--- config.mk ---
export PLATFORM = sky130hd
export DESIGN_NAME = stop_watch_ctrl
export DESIGN_NICKNAME = d
export VERILOG_FILES = /design/src/rtl/stop_watch_pkg.sv /design/src/rtl/stop_watch_prescaler.sv /design/src/rtl/stop_watch_ctrl.sv
export SDC_FILE = /design/constraint.sdc
export NUM_CORES = 1
export LEC_CHECK = 0
export CAP_MARGIN = 30
export CORE_MARGIN = 4
export CORE_UTILIZATION = 67
export DETAILED_ROUTE_END_ITERATION = 16
export DONT_BUFFER_PORTS = 1
export PLACE_DENSITY = 0.79
export SKIP_LAST_GASP = 1
export SLEW_MARGIN = 20
export SYNTH_ARGS = -nofsm -noshare
export SYNTH_HDL_FRONTEND = slang
export SYNTH_SLANG_ARGS = --single-unit
export TNS_END_PERCENT = 50
--- constraint.sdc ---
create_clock -name clk -period 3.6 [get_ports clk]
set_input_delay 0.72 -clock clk [delete_from_list [all_inputs] [get_ports clk]]
set_output_delay 0.72 -clock clk [all_outputs]
set_load 0.03 [all_outputs]
--- src/rtl/stop_watch_pkg.sv ---
//------------------------------------------------------------------------------
// stop_watch_pkg : shared types and constants for the stopwatch controller
// Revision: 1.0
//------------------------------------------------------------------------------
`default_nettype none

package stop_watch_pkg;

    typedef enum logic [1:0] {
        ST_IDLE  = 2'd0,
        ST_RUN   = 2'd1,
        ST_PAUSE = 2'd2
    } state_t;

    localparam int               BCD_W       = 16;
    localparam int               DIV_DEFAULT = 100000;
    localparam logic [BCD_W-1:0] BCD_MAX     = 16'h9999;

endpackage

`default_nettype wire

--- src/rtl/stop_watch_prescaler.sv ---
//------------------------------------------------------------------------------
// stop_watch_prescaler : modulo-DIV cycle counter with terminal-count decode
// Revision: 1.0
//------------------------------------------------------------------------------
`default_nettype none

module stop_watch_prescaler #(
    parameter int DIV   = 100000,
    parameter int DIV_W = 17
) (
    input  logic clk,
    input  logic rst_n,
    input  logic en,
    input  logic clr,
    output logic tick
);

    localparam logic [DIV_W-1:0] c_LAST = DIV_W'(DIV - 1);

    logic [DIV_W-1:0] r_cnt;

    // Clear wins over enable; the count holds whenever en is low.
    always_ff @(posedge clk or negedge rst_n) begin
        if (!rst_n) begin
            r_cnt <= '0;
        end else if (clr) begin
            r_cnt <= '0;
        end else if (en) begin
            r_cnt <= (r_cnt == c_LAST) ? '0 : r_cnt + 1'b1;
        end
    end

    assign tick = (r_cnt == c_LAST);

endmodule

`default_nettype wire

--- src/rtl/stop_watch_ctrl.sv ---
//------------------------------------------------------------------------------
// stop_watch_ctrl : run/pause/clear/lap sequencer for a 4-digit BCD stopwatch
// Optional macro STOP_WATCH_SAT_EN: pause and flag saturation at 9999.
// Revision: 1.0
//------------------------------------------------------------------------------
`default_nettype none

module stop_watch_ctrl
    import stop_watch_pkg::*;
#(
    parameter int DIV   = DIV_DEFAULT,
    parameter int DIV_W = 17
) (
    input  logic             clk,
    input  logic             rst_n,
    input  logic             start_stop,
    input  logic             clr_btn,
    input  logic             lap_btn,
    input  logic [BCD_W-1:0] bcd_in,
    output logic             cnt_en,
    output logic             cnt_clr,
    output logic [BCD_W-1:0] disp,
    output logic             running,
    output logic             lap_active,
    output logic             sat
);

    state_t           r_state;
    logic             r_lap_active;
    logic [BCD_W-1:0] r_lap_reg;
    logic             r_sat;
    logic             r_cnt_clr;

    logic w_run;
    logic w_tick;
    logic w_sat_hit;
    logic w_presc_clr;

    assign w_run       = (r_state == ST_RUN);
    assign w_presc_clr = (r_state == ST_PAUSE) && clr_btn;

    stop_watch_prescaler #(
        .DIV   (DIV),
        .DIV_W (DIV_W)
    ) u_prescaler (
        .clk   (clk),
        .rst_n (rst_n),
        .en    (w_run),
        .clr   (w_presc_clr),
        .tick  (w_tick)
    );

`ifdef STOP_WATCH_SAT_EN
    assign w_sat_hit = w_run && w_tick && (bcd_in == BCD_MAX);
`else
    assign w_sat_hit = 1'b0;
`endif

    always_ff @(posedge clk or negedge rst_n) begin
        if (!rst_n) begin
            r_state      <= ST_IDLE;
            r_lap_active <= 1'b0;
            r_lap_reg    <= '0;
            r_sat        <= 1'b0;
            r_cnt_clr    <= 1'b0;
        end else begin
            r_cnt_clr <= 1'b0;
            case (r_state)
                ST_IDLE: begin
                    if (clr_btn) begin
                        r_cnt_clr <= 1'b1;
                    end else if (start_stop) begin
                        r_state <= ST_RUN;
                    end
                end
                ST_RUN: begin
                    if (start_stop || w_sat_hit) begin
                        r_state <= ST_PAUSE;
                    end
                    if (w_sat_hit) begin
                        r_sat <= 1'b1;
                    end
                    // Snapshot is taken only on the release-to-freeze edge.
                    if (lap_btn) begin
                        r_lap_active <= !r_lap_active;
                        if (!r_lap_active) begin
                            r_lap_reg <= bcd_in;
                        end
                    end
                end
                ST_PAUSE: begin
                    if (clr_btn) begin
                        r_cnt_clr    <= 1'b1;
                        r_lap_active <= 1'b0;
                        r_sat        <= 1'b0;
                        r_state      <= ST_IDLE;
                    end else begin
                        if (start_stop && !r_sat) begin
                            r_state <= ST_RUN;
                        end
                        if (lap_btn && r_lap_active) begin
                            r_lap_active <= 1'b0;
                        end
                    end
                end
                default: r_state <= ST_IDLE;
            endcase
        end
    end

    assign cnt_en     = w_run && w_tick && !w_sat_hit;
    assign cnt_clr    = r_cnt_clr;
    assign disp       = r_lap_active ? r_lap_reg : bcd_in;
    assign running    = w_run;
    assign lap_active = r_lap_active;
    assign sat        = r_sat;

endmodule

`default_nettype wire
==> results of run 1 <==
how the worst min path moves through the flow:
stage	from	to	slack, ns	depth (start not counted)
final	rst_n	r_lap_reg[12]	0.06	0
after global routing	rst_n	u_prescaler.r_cnt[10]	0.02	0
after CTS	rst_n	r_lap_reg[3]	0.04	0
after detailed placement	rst_n	r_lap_reg[3]	0.43	0
after global placement	rst_n	r_lap_reg[3]	0.43	0
after floorplan	rst_n	cnt_clr	0.42	0
per-stage QoR:
| stage | utilization | setup slack, ns | power (mW) |
|---|---|---|---|
| 6_report | 0.741 | 1.12 | 1.61 |
| 3_5_place_dp | 0.713 | 1.29 | 1.37 |
| 3_3_place_gp | 0.713 | 1.42 | 1.33 |
| 4_1_cts | 0.731 | 0.985 | 1.58 |
| 2_1_floorplan | - | 1.15 | 1.29 |
| 5_1_grt | 0.741 | 1.02 | 1.72 |
power groups by stage:
stage	clock network [mW]	registers [mW]	logic, mW
4_1_cts	0.213	0.783	0.583
3_3_place_gp	0	0.775	0.560
6_report	0.204	0.759	0.650
5_1_grt	0.236	0.783	0.701
2_1_floorplan	0	0.692	0.596
3_5_place_dp	0	0.791	0.583
cells in the mapped netlist, types with 2 or more instances:
| library cell | count | area [µm²] |
|---|---|---|
| clkbuf_1 | 6 | 22.5 |
| nor3_1 | 2 | 10.0 |
| or4_1 | 3 | 22.5 |
| nor4b_1 | 2 | 17.5 |
| nand3b_1 | 5 | 37.5 |
| mux2_2 | 32 | 360 |
| buf_2 | 2 | 10.0 |
| o21ai_0 | 10 | 50.1 |
| nor4_1 | 3 | 18.8 |
| nor4bb_1 | 2 | 20.0 |
| dfrtp_1 | 37 | 926 |
| a31oi_1 | 19 | 119 |
| and2_1 | 2 | 12.5 |
| buf_4 | 2 | 15.0 |
| o211ai_1 | 2 | 15.0 |
| a41oi_1 | 2 | 17.5 |
| nand4_2 | 2 | 25.0 |
| clkbuf_2 | 2 | 10.0 |
| inv_1 | 3 | 11.3 |
| nor2_1 | 6 | 22.5 |
| a21oi_1 | 5 | 25.0 |
| nand4_1 | 4 | 25.0 |
| nand2_1 | 16 | 60.1 |
| nand3_1 | 7 | 35.0 |
area by class of cell:
class / count / area (µm²)
fillers: 203 / 727
clock buffers: 6 / 41.3
well taps: 31 / 38.8
flip-flops and latches: 37 / 926
clock inverters: 2 / 10.0
repair buffers: 3 / 42.5
inverters: 4 / 15.0
multi-input cells: 138 / 1000
cells by family (layout without fill, tap and decap cells):
kind of cell             after synthesis  count (layout)  share of synthesized area
AND/OR/NAND/NOR                       62              62                      0.183
AO/OA/AOI/OAI                         42              42                      0.130
flip-flops                            37              37                      0.461
multiplexers                          32              32                      0.180
buffers and inverters                 17              15                     0.0380
adder cells (fa/ha/maj)                1               1                    0.00623
other                                  1               1                    0.00187
routing by layer:
layer  wire length (µm)  GRT usage  up-vias
li1                   -          -      719
met5                  0          0        -
met2               1990      0.330       69
met1               1610      0.241      747
met3                359     0.0791       11
met4                 68      0.102        0
==> results.toml, run 1 <==
[logic_synthesis]
syn_nets = 214
syn_inst = 192
avgSynthCellArea_um2 = 10.5
ys_seq_area_frac = 0.461
netlist_area_um2 = 2010
ys_warn_count = 0
synth_cell_types = 40
postSynth.asyncResetShare = 1.00
ys_ff_latch = 37
ys.flop_type = "dfrtp_1"
synth_edf_count = 0

[grt]
grt_max_degree = 38
grt_antenna_before_repair = 0
grt_usage = 0.206
grt_pass1_wl_mm = 6.47
grt_pass1_vias = 1424
overflow = 0

[sta]
maxSlewViolCount = 0
finalCriticalPeriod_ns = 2.48
hold_violations = 0
clock.fmax_mhz = 402
whs_ns = 0.0565
skew_ns = 0.00950
setup_viol = 0
rsz0062_at_grt = "no"
worst_pin_slew_ns = 0.665
fin_crit_sh = 0.690
max_slew_margin = 0.556
setup_tns_ns = 0

[outcome]
outcome = "complete, no violations"

[critical_path]
crit_end = "cnt_en"
worstPathCellList = "ha_1 > and4_2 > nand4_1 > nor2_1 > buf_4"
cp.depth = 5
cpPeakStageDelay_ns = 0.41
worstSetupEndpointType = "output pin"
reg2reg_from = "r_state[1]"
start_kind = "flop"
crit_family = "simple AND/OR/NAND/NOR gates"
cp_max_fo = 6
startpoint = "u_prescaler.r_cnt[0]"
timing.rr.end = "r_lap_reg[13]"
required_ns = 2.88
cp_slowest_cell = "dfrtp_1"
path_buf_inv = 1
critical_path_class = "reg2out"
rrSetupSlack_ns = 1.24
r2r_cells = 4
crit_arrival_ns = 1.76

[cts]
cts_tree = "built"
post-cts-setup-buffers = 0
ctsHoldBuffers = 0
cts_made_buffers = 5
clkLatencyLatePin_ns = 0.34
clkTransAtPathRegs_ns = 0.10
clockBufferDepth = 2
h-tree-depth = 2
ctsRootBufferMaster = "clkbuf_4"
cts_resized = 0
cts_sinks = 37

[layout]
largest_reg_flops = 17
stdcell_count = 221
syn_to_final_growth_pct = 3.55
antenna_cells = 0
postLayoutCellArea_um2 = 2080
final_common_cell = "dfrtp_1"
final_cell_mix = "dfrtp_1, mux2_2, a31oi_1"
nNetsFinal = 211
layout-drive-gt1-share = 0.258

[routing]
avgRoutedWirePerCell_um = 18.2
ant_nets = 0
dr.pass1.iters = 5
num_vias = 1546
drc = 0
via_per_inst = 7.00
drt-initial-drc-count = 72
routed_wl_mm = 4.02

[placement]
place_area_um2 = 2000
gp_congestion = 0.859
io_buffers = 0
dp.cells = 212
hpwl_mm = 2.77

[floorplanning]
die_x_um = 62.7
die_area_um2 = 3940
initial_core_util = 0.715
num_rows = 19
io_pins = 42
core_area_um2 = 2810
die_h_um = 62.7

[pwr]
pwr-share-seq = 0.471
p_switching_mw = 0.683
ir_drop_mv = 0.421
power_density_nw_per_um2 = 776
clockPowerShare = 0.126
leakage_nw = 0.844
internal-power_mw = 0.930
switching_share = 0.424
combPwrFrac = 0.403

[job]
maxCapViolations = 0

[min_path]
hp-class = "in2async"
Power figures use the tool's default switching activity.
==> inputs of run 2 (changes only) <==
--- a/config.mk
+++ b/config.mk
@@ -7,10 +7,10 @@
 export LEC_CHECK = 0
 export CAP_MARGIN = 30
 export CORE_MARGIN = 4
-export CORE_UTILIZATION = 67
+export CORE_UTILIZATION = 62
 export DETAILED_ROUTE_END_ITERATION = 16
 export DONT_BUFFER_PORTS = 1
-export PLACE_DENSITY = 0.79
+export PLACE_DENSITY = 0.74
 export SKIP_LAST_GASP = 1
 export SLEW_MARGIN = 20
 export SYNTH_ARGS = -nofsm -noshare
==> constraint.sdc (replaced) <==
create_clock -name clk -period 2.4 [get_ports clk]
set_input_delay 0.48 -clock clk [delete_from_list [all_inputs] [get_ports clk]]
set_output_delay 0.48 -clock clk [all_outputs]
set_load 0.03 [all_outputs]
==> results.toml, run 2 (synthesis results as in run 1) <==
[outcome]
outcome = "complete, no violations"

[critical_path]
timing.rr.end = "u_prescaler.r_cnt[14]"
critical_path_class = "reg2out"
start_kind = "flop"
crit_arrival_ns = 1.76
cp_max_fo = 6
cp_slowest_cell = "dfrtp_1"
rrSetupSlack_ns = 0.32
cpPeakStageDelay_ns = 0.41
cp.depth = 5
reg2reg_from = "u_prescaler.r_cnt[0]"
r2r_cells = 5
startpoint = "u_prescaler.r_cnt[0]"
worstPathCellList = "ha_1 > and4_2 > nand4_1 > nor2_1 > buf_4"
worstSetupEndpointType = "output pin"
crit_family = "simple AND/OR/NAND/NOR gates"
required_ns = 1.92
path_buf_inv = 1
crit_end = "cnt_en"

[pwr]
power_density_nw_per_um2 = 1130
power_mw = 2.40
ir_drop_mv = 0.571
leakage_nw = 0.864

[layout]
largest_reg_flops = 17
syn_to_final_growth_pct = 5.99
final_util = 0.691
final_cell_mix = "dfrtp_1, mux2_2, a31oi_1"
final_common_cell = "dfrtp_1"
multi_input_area_um2 = 1000
layout-drive-gt1-share = 0.272
stdcell_count = 239
register_area_um2 = 926
nNetsFinal = 216
antenna_cells = 0
final.fill_count = 240

[floorplanning]
die_x_um = 64.9
core_area_um2 = 3080
io_pins = 42
die_area_um2 = 4210
num_rows = 20
die_h_um = 64.9
initial_core_util = 0.652

[routing]
num_vias = 1524
drc = 0
drt-initial-drc-count = 75
ant_nets = 0
dr.pass1.iters = 4
routed_wl_mm = 4.03
avgRoutedWirePerCell_um = 16.8
via_per_inst = 6.38

[sta]
finalCriticalPeriod_ns = 2.24
setup_tns_ns = 0
skew_ns = 0.00343
fin_crit_sh = 0.934
hold_violations = 0
max_slew_margin = 0.544
setup_viol = 0
worst_pin_slew_ns = 0.684
clock.fmax_mhz = 446
maxSlewViolCount = 0
rsz0062_at_grt = "no"

[placement]
gp_congestion = 0.917
dp.cells = 229
io_buffers = 0
hpwl_mm = 2.83

[grt]
grt_antenna_before_repair = 0
grt_pass1_wl_mm = 6.66
grt_pass1_vias = 1510
overflow = 0
grt_max_degree = 38
grt_usage = 0.201

[cts]
post-cts-setup-buffers = 0
clkLatencyLatePin_ns = 0.33
cts_tree = "built"
clkTransAtPathRegs_ns = 0.10
cts_resized = 0
h-tree-depth = 2
ctsHoldBuffers = 2
ctsRootBufferMaster = "clkbuf_4"
cts_made_buffers = 5
cts_sinks = 37
clockBufferDepth = 2

[job]
maxCapViolations = 0

[min_path]
hp-class = "in2reg"
[run 2: cell count changes in the layout (fill, tap and decap cells not counted)]
cell	delta
buf_12	+1
dlygate4sd3_1	+1
buf_4	+4
buf_16	-1
[run 2: final cells by class]
class	count	area share
Multi-Input combinational cell	138	0.472
Sequential cell	37	0.435
Timing Repair Buffer	8	0.0353
Tap cell	44	0.0259
Clock buffer	6	0.0194
Inverter	4	0.00706
Clock inverter	2	0.00471
[run 2: worst min-delay path by stage]
stage,start,to,cells after the start
final,start_stop,r_state[0],1
after global routing,start_stop,r_state[1],1
after CTS,start_stop,r_state[0],1
after detailed placement,rst_n,r_lap_reg[4],0
after global placement,rst_n,r_lap_reg[5],0
after floorplan,rst_n,cnt_clr,0
[run 2: where the power goes]
group | internal, mW | switching (mW)
clock | 0.112 | 0.192
sequential | 0.872 | 0.286
combinational | 0.395 | 0.539
[run 2: through the flow]
stage / setup slack, ns / hold slack, ns / cell area (µm²)
after floorplan: 0.194 / 0.184 / 2010
after global placement: 0.415 / 0.185 / 2050
after detailed placement: 0.352 / 0.185 / 2050
after CTS: 0.141 / 0.238 / 2130
after global routing: 0.0350 / 0.241 / 2130
final: 0.158 / 0.246 / 2130
[run 2: metal layers]
layer,global-route usage,part of all wire,vias to the layer above,routed length [µm]
met5,0,0,-,0
li1,-,-,726,-
met4,0.0712,0.0037,0,15
met3,0.0589,0.085,2,341
met1,0.224,0.40,746,1620
met2,0.360,0.51,50,2050
